## src/rtl/mc_ctrl.sv

```systemverilog
// Multi-cycle MIPS main controller: sequences FETCH/DECODE/EXEC/MEM/WB and decodes datapath controls from Op/Funct.
// Outputs are decoded from state (and im_rdy/dm_rdy/Zero in their own state); memory wait states stall FETCH/MEM.
module mc_ctrl #(
  parameter int CNT_W = 32
) (
  input  logic             clk,
  input  logic             rstn,
  input  logic [5:0]       Op,
  input  logic [5:0]       Funct,
  input  logic             Zero,
  input  logic             im_rdy,
  input  logic             dm_rdy,
  output logic             im_req,
  output logic             dm_req,
  output logic             MemWrite,
  output logic             IRWrite,
  output logic             PCWrite,
  output logic [1:0]       NPCOp,
  output logic             RegWrite,
  output logic [1:0]       GPRSel,
  output logic [1:0]       WDSel,
  output logic             EXTOp,
  output logic             ALUSrc,
  output logic [5:0]       ALUOp,
  output logic [2:0]       state,
  output logic             instr_done,
  output logic             illegal,
  output logic [CNT_W-1:0] retired
);

  typedef enum logic [2:0] {
    S_IDLE   = 3'd0,
    S_FETCH  = 3'd1,
    S_DECODE = 3'd2,
    S_EXEC   = 3'd3,
    S_MEM    = 3'd4,
    S_WB     = 3'd5
  } state_t;

  typedef enum logic [3:0] {
    K_RALU, K_IALU, K_LOAD, K_STORE, K_BEQ, K_BNE,
    K_J, K_JAL, K_JR, K_JALR, K_BAD
  } kind_t;

  localparam logic [5:0] ALU_NOP  = 6'h00;
  localparam logic [5:0] ALU_ADD  = 6'h01;
  localparam logic [5:0] ALU_SUB  = 6'h02;
  localparam logic [5:0] ALU_AND  = 6'h03;
  localparam logic [5:0] ALU_OR   = 6'h04;
  localparam logic [5:0] ALU_SLT  = 6'h05;
  localparam logic [5:0] ALU_SLTU = 6'h06;
  localparam logic [5:0] ALU_XOR  = 6'h07;
  localparam logic [5:0] ALU_NOR  = 6'h08;
  localparam logic [5:0] ALU_SLL  = 6'h09;
  localparam logic [5:0] ALU_SRL  = 6'h0A;
  localparam logic [5:0] ALU_SLLV = 6'h0B;
  localparam logic [5:0] ALU_SRLV = 6'h0C;
  localparam logic [5:0] ALU_SRAV = 6'h0D;
  localparam logic [5:0] ALU_LUI  = 6'h0E;
  localparam logic [5:0] ALU_SRA  = 6'h11;

  state_t     cur, nxt;
  kind_t      kind;
  logic [5:0] alu_op_d;
  logic       alu_src_d, ext_op_d;

  // Instruction class and ALU controls, valid whenever the IR is stable.
  always_comb begin
    kind      = K_BAD;
    alu_op_d  = ALU_NOP;
    alu_src_d = 1'b0;
    ext_op_d  = 1'b0;
    case (Op)
      6'h00: begin
        kind = K_RALU;
        case (Funct)
          6'h20, 6'h21: alu_op_d = ALU_ADD;
          6'h22, 6'h23: alu_op_d = ALU_SUB;
          6'h24:        alu_op_d = ALU_AND;
          6'h25:        alu_op_d = ALU_OR;
          6'h26:        alu_op_d = ALU_XOR;
          6'h27:        alu_op_d = ALU_NOR;
          6'h2A:        alu_op_d = ALU_SLT;
          6'h2B:        alu_op_d = ALU_SLTU;
          6'h00:        alu_op_d = ALU_SLL;
          6'h02:        alu_op_d = ALU_SRL;
          6'h03:        alu_op_d = ALU_SRA;
          6'h04:        alu_op_d = ALU_SLLV;
          6'h06:        alu_op_d = ALU_SRLV;
          6'h07:        alu_op_d = ALU_SRAV;
          6'h08:        kind = K_JR;
          6'h09:        kind = K_JALR;
          default:      kind = K_BAD;
        endcase
      end
      6'h08, 6'h09: begin kind = K_IALU; alu_op_d = ALU_ADD;  alu_src_d = 1'b1; ext_op_d = 1'b1; end
      6'h0A:        begin kind = K_IALU; alu_op_d = ALU_SLT;  alu_src_d = 1'b1; ext_op_d = 1'b1; end
      6'h0B:        begin kind = K_IALU; alu_op_d = ALU_SLTU; alu_src_d = 1'b1; ext_op_d = 1'b1; end
      6'h0C:        begin kind = K_IALU; alu_op_d = ALU_AND;  alu_src_d = 1'b1; end
      6'h0D:        begin kind = K_IALU; alu_op_d = ALU_OR;   alu_src_d = 1'b1; end
      6'h0E:        begin kind = K_IALU; alu_op_d = ALU_XOR;  alu_src_d = 1'b1; end
      6'h0F:        begin kind = K_IALU; alu_op_d = ALU_LUI;  alu_src_d = 1'b1; end
      6'h04:        begin kind = K_BEQ;  alu_op_d = ALU_SUB; end
      6'h05:        begin kind = K_BNE;  alu_op_d = ALU_SUB; end
      6'h02:        kind = K_J;
      6'h03:        kind = K_JAL;
      6'h20, 6'h21, 6'h23, 6'h24, 6'h25: begin
        kind = K_LOAD;  alu_op_d = ALU_ADD; alu_src_d = 1'b1; ext_op_d = 1'b1;
      end
      6'h28, 6'h29, 6'h2B: begin
        kind = K_STORE; alu_op_d = ALU_ADD; alu_src_d = 1'b1; ext_op_d = 1'b1;
      end
      default: kind = K_BAD;
    endcase
  end

  always_comb begin
    nxt        = cur;
    im_req     = 1'b0;
    dm_req     = 1'b0;
    MemWrite   = 1'b0;
    IRWrite    = 1'b0;
    PCWrite    = 1'b0;
    NPCOp      = 2'b00;
    RegWrite   = 1'b0;
    GPRSel     = 2'b00;
    WDSel      = 2'b00;
    EXTOp      = 1'b0;
    ALUSrc     = 1'b0;
    ALUOp      = ALU_NOP;
    instr_done = 1'b0;
    illegal    = 1'b0;
    // ALU controls stay up through MEM/WB so the address/result path is stable.
    if (cur == S_EXEC || cur == S_MEM || cur == S_WB) begin
      ALUOp  = alu_op_d;
      ALUSrc = alu_src_d;
      EXTOp  = ext_op_d;
    end
    case (cur)
      S_IDLE: nxt = S_FETCH;
      S_FETCH: begin
        im_req = 1'b1;
        if (im_rdy) begin
          IRWrite = 1'b1;
          PCWrite = 1'b1;
          nxt     = S_DECODE;
        end
      end
      S_DECODE: begin
        if (kind == K_BAD) begin
          illegal    = 1'b1;
          instr_done = 1'b1;
          nxt        = S_FETCH;
        end else begin
          nxt = S_EXEC;
        end
      end
      S_EXEC: begin
        case (kind)
          K_RALU, K_IALU:  nxt = S_WB;
          K_LOAD, K_STORE: nxt = S_MEM;
          K_BEQ, K_BNE: begin
            PCWrite    = (kind == K_BEQ) ? Zero : ~Zero;
            NPCOp      = 2'b01;
            instr_done = 1'b1;
            nxt        = S_FETCH;
          end
          K_J:    begin PCWrite = 1'b1; NPCOp = 2'b10; instr_done = 1'b1; nxt = S_FETCH; end
          K_JAL:  begin PCWrite = 1'b1; NPCOp = 2'b10; nxt = S_WB; end
          K_JR:   begin PCWrite = 1'b1; NPCOp = 2'b11; instr_done = 1'b1; nxt = S_FETCH; end
          K_JALR: begin PCWrite = 1'b1; NPCOp = 2'b11; nxt = S_WB; end
          default: nxt = S_FETCH;
        endcase
      end
      S_MEM: begin
        dm_req   = 1'b1;
        MemWrite = (kind == K_STORE);
        if (dm_rdy) begin
          if (kind == K_STORE) begin
            instr_done = 1'b1;
            nxt        = S_FETCH;
          end else begin
            nxt = S_WB;
          end
        end
      end
      S_WB: begin
        RegWrite   = 1'b1;
        instr_done = 1'b1;
        nxt        = S_FETCH;
        case (kind)
          K_IALU:  begin GPRSel = 2'b01; WDSel = 2'b00; end
          K_LOAD:  begin GPRSel = 2'b01; WDSel = 2'b01; end
          K_JAL:   begin GPRSel = 2'b10; WDSel = 2'b10; end
          K_JALR:  begin GPRSel = 2'b00; WDSel = 2'b10; end
          default: begin GPRSel = 2'b00; WDSel = 2'b00; end
        endcase
      end
      default: nxt = S_IDLE;
    endcase
  end

  always_ff @(posedge clk or negedge rstn) begin
    if (!rstn) begin
      cur     <= S_IDLE;
      retired <= '0;
    end else begin
      cur <= nxt;
      if (instr_done) retired <= retired + CNT_W'(1);
    end
  end

  assign state = cur;

endmodule

```

## config.mk

```make
export PLATFORM = sky130hd
export DESIGN_NAME = mc_ctrl
export DESIGN_NICKNAME = d
export VERILOG_FILES = /design/src/rtl/mc_ctrl.sv
export SDC_FILE = /design/constraint.sdc
export NUM_CORES = 1
export LEC_CHECK = 0
export CAP_MARGIN = 0
export CORE_ASPECT_RATIO = 1.2
export CORE_MARGIN = 2
export CORE_UTILIZATION = 25
export CTS_BUF_LIST = sky130_fd_sc_hd__clkbuf_4 sky130_fd_sc_hd__clkbuf_8 sky130_fd_sc_hd__clkbuf_16
export CTS_CLUSTER_DIAMETER = 30
export DETAILED_ROUTE_END_ITERATION = 12
export MAX_ROUTING_LAYER = met4
export PLACE_DENSITY = 0.48
export RECOVER_POWER = 100
export SLEW_MARGIN = 20
export SYNTH_ARGS = -nofsm -noshare
export SYNTH_HDL_FRONTEND = slang
export SYNTH_SLANG_ARGS = --single-unit
```

## constraint.sdc

```tcl
create_clock -name clk -period 4.8 [get_ports clk]
set_input_delay 0.96 -clock clk [delete_from_list [all_inputs] [get_ports clk]]
set_output_delay 0.96 -clock clk [all_outputs]
set_load 0.02 [all_outputs]
```

Word-level counts from Yosys, hierarchy flattened
Cells that the tools add are included.
Widths: inputs -> output; s select.
{"block": "word_totals", "reg_bits": 35, "in_bits": 17, "output_inout_bits": 57, "wordCells": 121}
{"block": "classes", "add_sub_neg": 1, "n_eq_ne": 54, "n_mux": 36, "bitwise_logic": 1, "reduce_logical": 27}
{"operator": "$eq 6x6->1 const B", "count": 18}
{"operator": "$pmux 5 s14", "count": 1}
{"operator": "$eq 6x4->1 const B", "count": 10}
{"operator": "$pmux 5 s9", "count": 1}
{"operator": "$add 32x1->32 const B", "count": 1}
{"operator": "$pmux 4 s8", "count": 1}
{"operator": "$reduce_or 16->1", "count": 2}
{"operator": "$eq 6x3->1 const B", "count": 5}
{"operator": "$eq 6x2->1 const B", "count": 4}
{"operator": "$reduce_or 2->1", "count": 10}
{"operator": "$eq 4x3->1 const B", "count": 4}
{"operator": "$mux 1", "count": 16}
{"operator": "$pmux 3 s5", "count": 1}
{"operator": "$eq 4x4->1 const B", "count": 3}
{"operator": "$logic_not 6->1", "count": 2}
{"operator": "$pmux 4 s3", "count": 1}
{"operator": "$reduce_or 12->1", "count": 1}
{"operator": "$reduce_or 4->1", "count": 3}
{"operator": "$reduce_or 10->1", "count": 1}
{"operator": "$mux 3", "count": 3}
{"operator": "$eq 4x2->1 const B", "count": 2}
{"operator": "$mux 2", "count": 4}
{"operator": "$pmux 2 s2", "count": 2}
{"operator": "$reduce_or 8->1", "count": 1}
{"operator": "other kinds (17)", "count": 22}

Longest topological paths before layout
Gate-level depths: netlist of the first run.
{"block": "depth", "ltp_word": 8, "mapped_depth": 10, "mapped_depth_nobuf": 8}

Least setup slack after synthesis of the first run
Ideal clock, no wire load.
{"block": "synth_timing", "kind": "input-to-output", "from": "input Op[2]", "to": "output PCWrite", "arrival_time_ns": 2.871, "required_ns": 3.840, "path_slack_ns": 0.969, "path_stages": 7, "path_buffers": 1, "path_cell_list": "buf_6 or4_4 or3_4 nor3_2 o21ai_0 a21oi_1 a211o_1"}
{"block": "synth_between", "elab_chain_len": 7, "elab_cells_between_ends": 36, "cone_classes": "eq/ne: 26; mux: 4; reduce/logical: 6"}
{"item": "from (decl)", "line_no": "8", "rtl": "input logic [5:0] Op,"}
{"item": "$eq 6x4->1 or $eq 6x6->1 (tied branches)", "line_no": "73", "rtl": "case (Op)"}
{"item": "$reduce_or 8->1 (no line) (tied with other cells)"}
{"item": "$pmux 4 s8 *", "line_no": "73"}
{"item": "$eq 4x4->1 (tied with other cells)", "line_no": "159", "rtl": "case (kind)"}
{"item": "$reduce_or 4->1 (no line) (tied with other cells)"}
{"item": "$pmux 1 s2 *", "line_no": "159"}
{"item": "$pmux 1 s2 *", "line_no": "139", "rtl": "case (cur)"}
{"item": "to (decl)", "line_no": "17", "rtl": "output logic PCWrite,"}
Every way passes the cells marked *; elsewhere a longest branch is shown, timed or not.

Final worst setup path of the first run
{"block": "layout_timing", "from": "input Op[1]", "to": "output ALUOp[1]"}
{"block": "layout_between", "elab_chain_len": 4, "elab_cells_between_ends": 23, "cone_classes": "eq/ne: 18; mux: 2; reduce/logical: 3"}
{"item": "$eq 6x6->1 (tied with other cells)", "line_no": "73"}
{"item": "$reduce_or 10->1 (no line) or $reduce_or 2->1 (tied branches)"}
{"item": "$pmux 5 s9 *", "line_no": "73"}
{"item": "$mux 6 *", "line_no": "134", "rtl": "if (cur == S_EXEC || cur == S_MEM || cur == S_WB) begin"}
{"item": "to (decl)", "line_no": "24", "rtl": "output logic [5:0] ALUOp,"}
Marks and branches as above.

==> out/summary.txt, run 1 <==
Status: complete, but fails checks
Violated checks: capacitance limit, slew limit
Critical path required time: 3.84 ns
HP Start: retired[31]
Number of synthesized register bits: 35
Port buffer count: 72
GR Overflow Total: 0
Worst setup path start: Op[1]
R2R Path Start: state[2]
Worst path arrival time: 3.66 ns
Tot Pwr: 1.030 mW
Total wire length: 7.804 mm
CTS Buffer Depth: 2
Largest net degree at the start of global routing: 36
Setup Fix Bufs, Post-CTS: 0
Syn avg cell area: 8.349 um^2
Crit-path most repeated cell: nor2_1
Power Density: 288.0 nW/um^2
Pleak: 1.711 nW
Core ar.: 10360 um^2
Ys async rst share: 100.0%
Clock Skews: 0.003871 ns
Final net count: 408
Crit path launch type: input pin
CTS tree: done
Worst Hold Class: flop to flop
Synthesized area: 2630 um^2
Worst-Skew Late Latency: 0.28 ns
Worst R2R Setup Slack: 1.86 ns
Commonest non-fill, non-tap cell in the layout: dlygate4sd3_1
Synthesis-to-layout area growth: 36.01%
Cells after Synth: 315
Achievable frequency: 0.2163 GHz
Drt drc: 0
Final worst path period share: 96.33%
Critical Setup Path Class: input pin to output port
RSZ-0062 raised after global routing: no
Final instance area: 3577 um^2
Worst-path cell chain: clkdlybuf4s50_1 > or4_4 > or3_4 > nor2_1 > o21ai_1 > buf_4 > o22a_1 > nor2_1 > dlygate4sd3_1
Slew @ Worst Pin: 1.907 ns
Max-slew headroom: -27.13%
Cts repair resizes: 0
Final std cells w/o fill: 519
N_diodes: 0
Commonest cells after routing, fill and taps aside: 51 x dlygate4sd3_1, 35 x dfrtp_1, 29 x nand2_1, 29 x xor2_1
Die area: 11360 um^2
Tot GR Track Use: 14.29%
Via Count: 2569
Final hold violations: 0
Placed Instances: 511
CTS clk-pin slew, worst paths: 0.06 ns
Avg Vias per Cell: 4.950
Dpl cell area: 3516 um^2
Post-Synthesis Net Count: 334
DR WL/cell: 15.04 um
Htree depth: 2
Slowest library cell on the worst path: dlygate4sd3_1
Detail Route Antenna Nets: 0
Vias in the first global route: 2535
Final setup vio count: 0
Crit-path max FO: 4
Reg2Reg Depth: 8
Initial antenna violation count: 0
Kind of end point of the critical path: output port
Ys Warns: 0
Layout cell share with drive strength beyond 1: 7.949%
EDFF count, synth: 0
Clock Sinks: 35
Row cnt: 41
Worst VDD drop: 0.2393 mV
Die width: 97.63 um
CP max stage delay: 0.68 ns
I/O pin total: 74
Hold_buf cts: 0
Initial Util: 25.38%
Max cap viols: 1
Slew Viols, Final: 36
Placed wire-length estimate: 5.904 mm
WHS Path Cells: 1
Chip Height: 116.4 um
Root buf cell: clkbuf_16
Sequential fraction of the synthesis area: 33.30%
Netlist cell types: 55
Final min period: 4.624 ns
Routability cong.: 0.8682
Pre-antenna DRT Iters: 4
1st-iter DRT viols: 57
Main synth FF type: dfrtp_1
Final Util: 34.52%
CTS Buf Count: 5
Fin Setup TNS: 0 ns
First-pass GRT wire length: 12.77 mm
[power by group]
group	internal, mW	switching (mW)	total (mW)
clock network	0.189	0.121	0.311
registers	0.317	0.0399	0.357
logic	0.147	0.216	0.363
[Yosys cell counts (all sizes together) (2+ instances only)]
cell type   n  area, um^2
dfrtp      35       875.8
nand2      29       108.9
xor2       29       254.0
nor3       25       135.1
nor2       23       86.33
a21oi      16       80.08
nand3      15       80.08
nor4       14       150.1
clkbuf     13       48.80
inv        12       45.04
o21ai      12       60.05
nand2b      9       56.30
nor2b       8       50.05
and2        6       37.54
buf         6       47.54
a21o        5       37.54
and3        5       31.28
a31oi       4       25.02
nand3b      4       30.03
nand4       4       25.02
xnor2       4       35.03
a211oi      3       22.52
or2         3       18.77
or4         3       30.03
a211o       2       17.52
ha          2       25.02
nor3b       2       15.01
o211ai      2       20.02
o21bai      2       15.01
o32ai       2       17.52
or3         2       17.52
[critical path: cells and delay by family]
kind / cells / cell delay, ns
AO/OA/AOI/OAI: 2 / 0.28
AND/OR/NAND/NOR: 4 / 1.10
buffers and inverters: 3 / 1.31
[routing by layer]
| metal | global-route usage [%] | wire length, um | vias to the layer above |
|---|---|---|---|
| met5 | - | 0 | - |
| met1 | 18.16 | 3555 | 1218 |
| li1 | - | - | 1261 |
| met4 | 3.981 | 114 | 0 |
| met3 | 1.855 | 301 | 10 |
| met2 | 24.14 | 3832 | 80 |
[registers in the layout, indices dropped and copies added (netlist names)]
| name | cells |
|---|---|
| state | 3 |
| retired | 32 |
[stage by stage]
stage / hold WS [ns] / setup WS, ns
after floorplan: 0.5777 / 0.9688
after global placement: 0.4597 / 0.1934
after detailed placement: 0.4695 / 0.1827
after CTS: 0.4774 / 0.1808
after global routing: 0.4950 / 0.03747
final: 0.4703 / 0.1762
[final cells by class]
type                       count  area [um^2]
clock buffer                   5        125.1
clock inverter                 3        15.01
fill                        1100         6785
inverter                      12        45.04
multi-input combinational    249         1543
sequential                    35        875.8
tap                          129        161.4
timing repair buffer          86        812.0
[path summary, 6_finish.rpt]
check                              end
setup / recovery              ALUOp[1]
hold / removal             retired[31]
setup reg to reg           retired[18]
hold reg to reg            retired[31]
max in group asynchronous  retired[21]
min in group asynchronous  retired[11]
[logic make-up (layout without fill, tap and decap cells)]
family / Yosys count / count (layout) / share of synthesized area [%]
buf+inv: 31 / 106 / 5.376
compound gates: 58 / 58 / 15.08
flops: 35 / 35 / 33.30
simple gates: 155 / 155 / 34.16
fa+ha+maj: 2 / 2 / 0.9513
other cells: 1 / 1 / 0.1426
xor+xnor: 33 / 33 / 10.99
No activity file was read; power rests on OpenSTA's default activity.
==> run 2: changes to the inputs <==
--- a/config.mk
+++ b/config.mk
@@ -7,7 +7,6 @@
 export LEC_CHECK = 0
 export CAP_MARGIN = 0
 export CORE_ASPECT_RATIO = 1.2
-export CORE_MARGIN = 2
 export CORE_UTILIZATION = 25
 export CTS_BUF_LIST = sky130_fd_sc_hd__clkbuf_4 sky130_fd_sc_hd__clkbuf_8 sky130_fd_sc_hd__clkbuf_16
 export CTS_CLUSTER_DIAMETER = 30
==> run 2 against run 1 <==
The flow still finishes with violations (capacitance limit, slew limit); global-route usage up 0.58 points; wire length is 0.15% lower; power up 7.2%; utilization grew 0.78 points; critical path depth fell by 1; register-to-register slack gained 0.04 ns; sequential power barely moved; combinational power is essentially flat; sequential share of layout area up 0.060 points; flip-flop and latch count unchanged; critical endpoint is now illegal; largest cell class unchanged; highest routed layer unchanged.
==> out/summary.txt, run 2 (synthesis gave the netlist of run 1 again) <==
Max FFs per register: 32 (unchanged)
Final setup vio count: 0 (unchanged)
Port buffer count: 72 (unchanged)
Final min period: 4.631 ns (+0.007112 ns)
1st-iter DRT viols: 86 (+51%)
Final net count: 405 (-0.74%)
Worst r2r dst: retired[21]
Status: complete, but fails checks
DR WL/cell: 15.19 um (+1.0%)
Crit path launch type: input pin
CTS Buffer Depth: 2 (unchanged)
Vias in the first global route: 2471 (-2.5%)
Initial Util: 26.01% (+0.63 points)
CTS tree: done
Worst R2R Setup Slack: 1.90 ns (+0.04 ns)
Hold endpoint: retired[31]
Die width: 95.63 um (-2.0%)
Die area: 10940 um^2 (-3.7%)
Slew Viols, Final: 36 (unchanged)
Achievable frequency: 0.2159 GHz (-0.15%)
Cts repair resizes: 0 (unchanged)
Largest net degree at the start of global routing: 36 (unchanged)
Setup slack after layout: 0.1691 ns (-0.007112 ns)
Crit-path max FO: 3 (-1)
Met2 wire length: 3.686 mm (-3.8%)
GR Overflow Total: 0 (unchanged)
CTS Buf Count: 5 (unchanged)
Clock Sinks: 35 (unchanged)
Commonest cells after routing, fill and taps aside: 52 x dlygate4sd3_1, 35 x dfrtp_1, 29 x nand2_1, 29 x xor2_1
Pre-antenna DRT Iters: 4 (unchanged)
Comb power frac: 33.0% (-2.2 points)
RSZ-0062 raised after global routing: no
Max-slew headroom: -28.67% (-1.5 points)
Hold_buf cts: 0 (unchanged)
Worst-Skew Late Latency: 0.28 ns (about the same)
Sw Ratio: 34.83% (-1.8 points)
Htree depth: 2 (unchanged)
First-pass GRT wire length: 12.38 mm (-3.1%)
Initial antenna violation count: 0 (unchanged)
Chip Height: 114.4 um (-1.7%)
Pleak: 1.703 nW (-0.43%)
Total wire length: 7.792 mm (-0.15%)
Synthesis-to-layout area growth: 35.68%
Sw power: 0.3847 mW (+2.0%)
Final hold violations: 0 (unchanged)
Final worst path period share: 96.48% (+0.15 points)
WHS Path Cells: 1 (unchanged)
Tot Pwr: 1.105 mW (+7.2%)
Slew @ Worst Pin: 1.930 ns (+0.02303 ns)
Reg power frac: 32.5% (-2.1 points)
Worst path arrival time: 3.67 ns (about the same)
Clock Skews: 0.003897 ns (+0.00002590 ns)
I/O pin total: 74 (unchanged)
Worst VDD drop: 0.2019 mV (-16%)
Via Count: 2554 (-0.58%)
Clock Power Share: 34.5% (+4.3 points)
Kind of end point of the critical path: output port
N_diodes: 0 (unchanged)
Critical Setup Path Class: input pin to output port
Most flop-heavy register: retired
Routability cong.: 0.8569 (-1.3%)
Layout cell share with drive strength beyond 1: 7.235% (-0.71 points)
Placed wire-length estimate: 5.703 mm (-3.4%)
Violated checks: capacitance limit, slew limit
Core ar.: 10110 um^2 (-2.4%)
Power Density: 309.5 nW/um^2 (+7.5%)
Max cap viols: 1 (unchanged)
CTS clk-pin slew, worst paths: 0.06 ns (about the same)
Worst Hold Class: flop to flop
Critical path required time: 3.84 ns (about the same)
R2R Path Start: state[2]
HP Start: retired[31]
Setup Fix Bufs, Post-CTS: 0 (unchanged)
Tot GR Track Use: 14.87% (+0.58 points)
Fin Setup TNS: 0 ns (unchanged)
# fillers: 1081 (-1.7%)
Internal power: 0.7199 mW (+10%)
Drt drc: 0 (unchanged)
Row cnt: 40 (-2.4%)
DP Worst Slack: 0.1671 ns (-0.01566 ns)
Commonest non-fill, non-tap cell in the layout: dlygate4sd3_1
Avg Vias per Cell: 4.979 (+0.58%)
M1 wire length: 3.585 mm (+0.84%)
Detail Route Antenna Nets: 0 (unchanged)
Reg2Reg Depth: 8 (unchanged)
WL met3: 399 um (+33%)
Root buf cell: clkbuf_16
Top Layer Used: met4
## run 2: changes by cell type in the layout (fill, tap and decap cells not counted), sizes merged
cell and delta:
bufinv +1, dlygate4sd3 +1, buf -3, clkbuf +3
clkdlybuf4s50 -3, clkinv -2
## run 2: worst max path at each step
stage / slack [ns] / start / endpoint
after global placement: 0.20 / Op[1] / ALUOp[3]
after CTS: 0.16 / Op[1] / ALUOp[3]
after global routing: 0.03 / Op[1] / GPRSel[0]
after floorplan: 0.97 / Op[2] / PCWrite
final: 0.17 / Op[1] / illegal
after detailed placement: 0.17 / Op[1] / ALUOp[3]
## run 2: metrics by stage
stage | hold slack, ns | instances | util [%] | instance area [um^2]
final | 0.4680 | 513 | 35.30 | 3568
after global routing | 0.4932 | 513 | 35.30 | 3568
after CTS | 0.4722 | 513 | 36.24 | 3664
after detailed placement | 0.4605 | 505 | 34.52 | 3490
after global placement | 0.4574 | 505 | 34.52 | 3490
after floorplan | 0.5777 | 315 | - | 2630
## run 2: cell type report
class | instances | area, um^2 | area share, %
multi-input combinational | 249 | 1538 | 43.09
inverter | 12 | 45.04 | 1.262
clock inverter | 2 | 35.03 | 0.9818
sequential | 35 | 875.8 | 24.54
timing repair buffer | 83 | 778.2 | 21.81
tap | 126 | 157.7 | 4.418
clock buffer | 6 | 138.9 | 3.892
## run 2: worst max-delay path: stages
cell,delay [ns]
clkdlybuf4s50_1,0.43
or4_4,0.57
or3_1,0.38
nor3_2,0.19
a21o_1,0.18
nand2_1,0.07
nor3_1,0.19
dlygate4sd3_1,0.70
## run 2: metal layers
layer / vias to the layer above / GRT usage, %
met3: 10 / 2.191
met2: 86 / 24.43
met1: 1200 / 18.63
met4: 0 / 4.776
li1: 1258 / -
met5: - / -
## run 2: power groups by stage
stage          sequential [mW]  combinational [mW]  clock [mW]
2_1_floorplan            0.375               0.211           0
3_3_place_gp             0.365               0.390           0
3_5_place_dp             0.366               0.388           0
4_1_cts                  0.361               0.390       0.387
5_1_grt                  0.365               0.395       0.404
6_report                 0.359               0.364       0.381
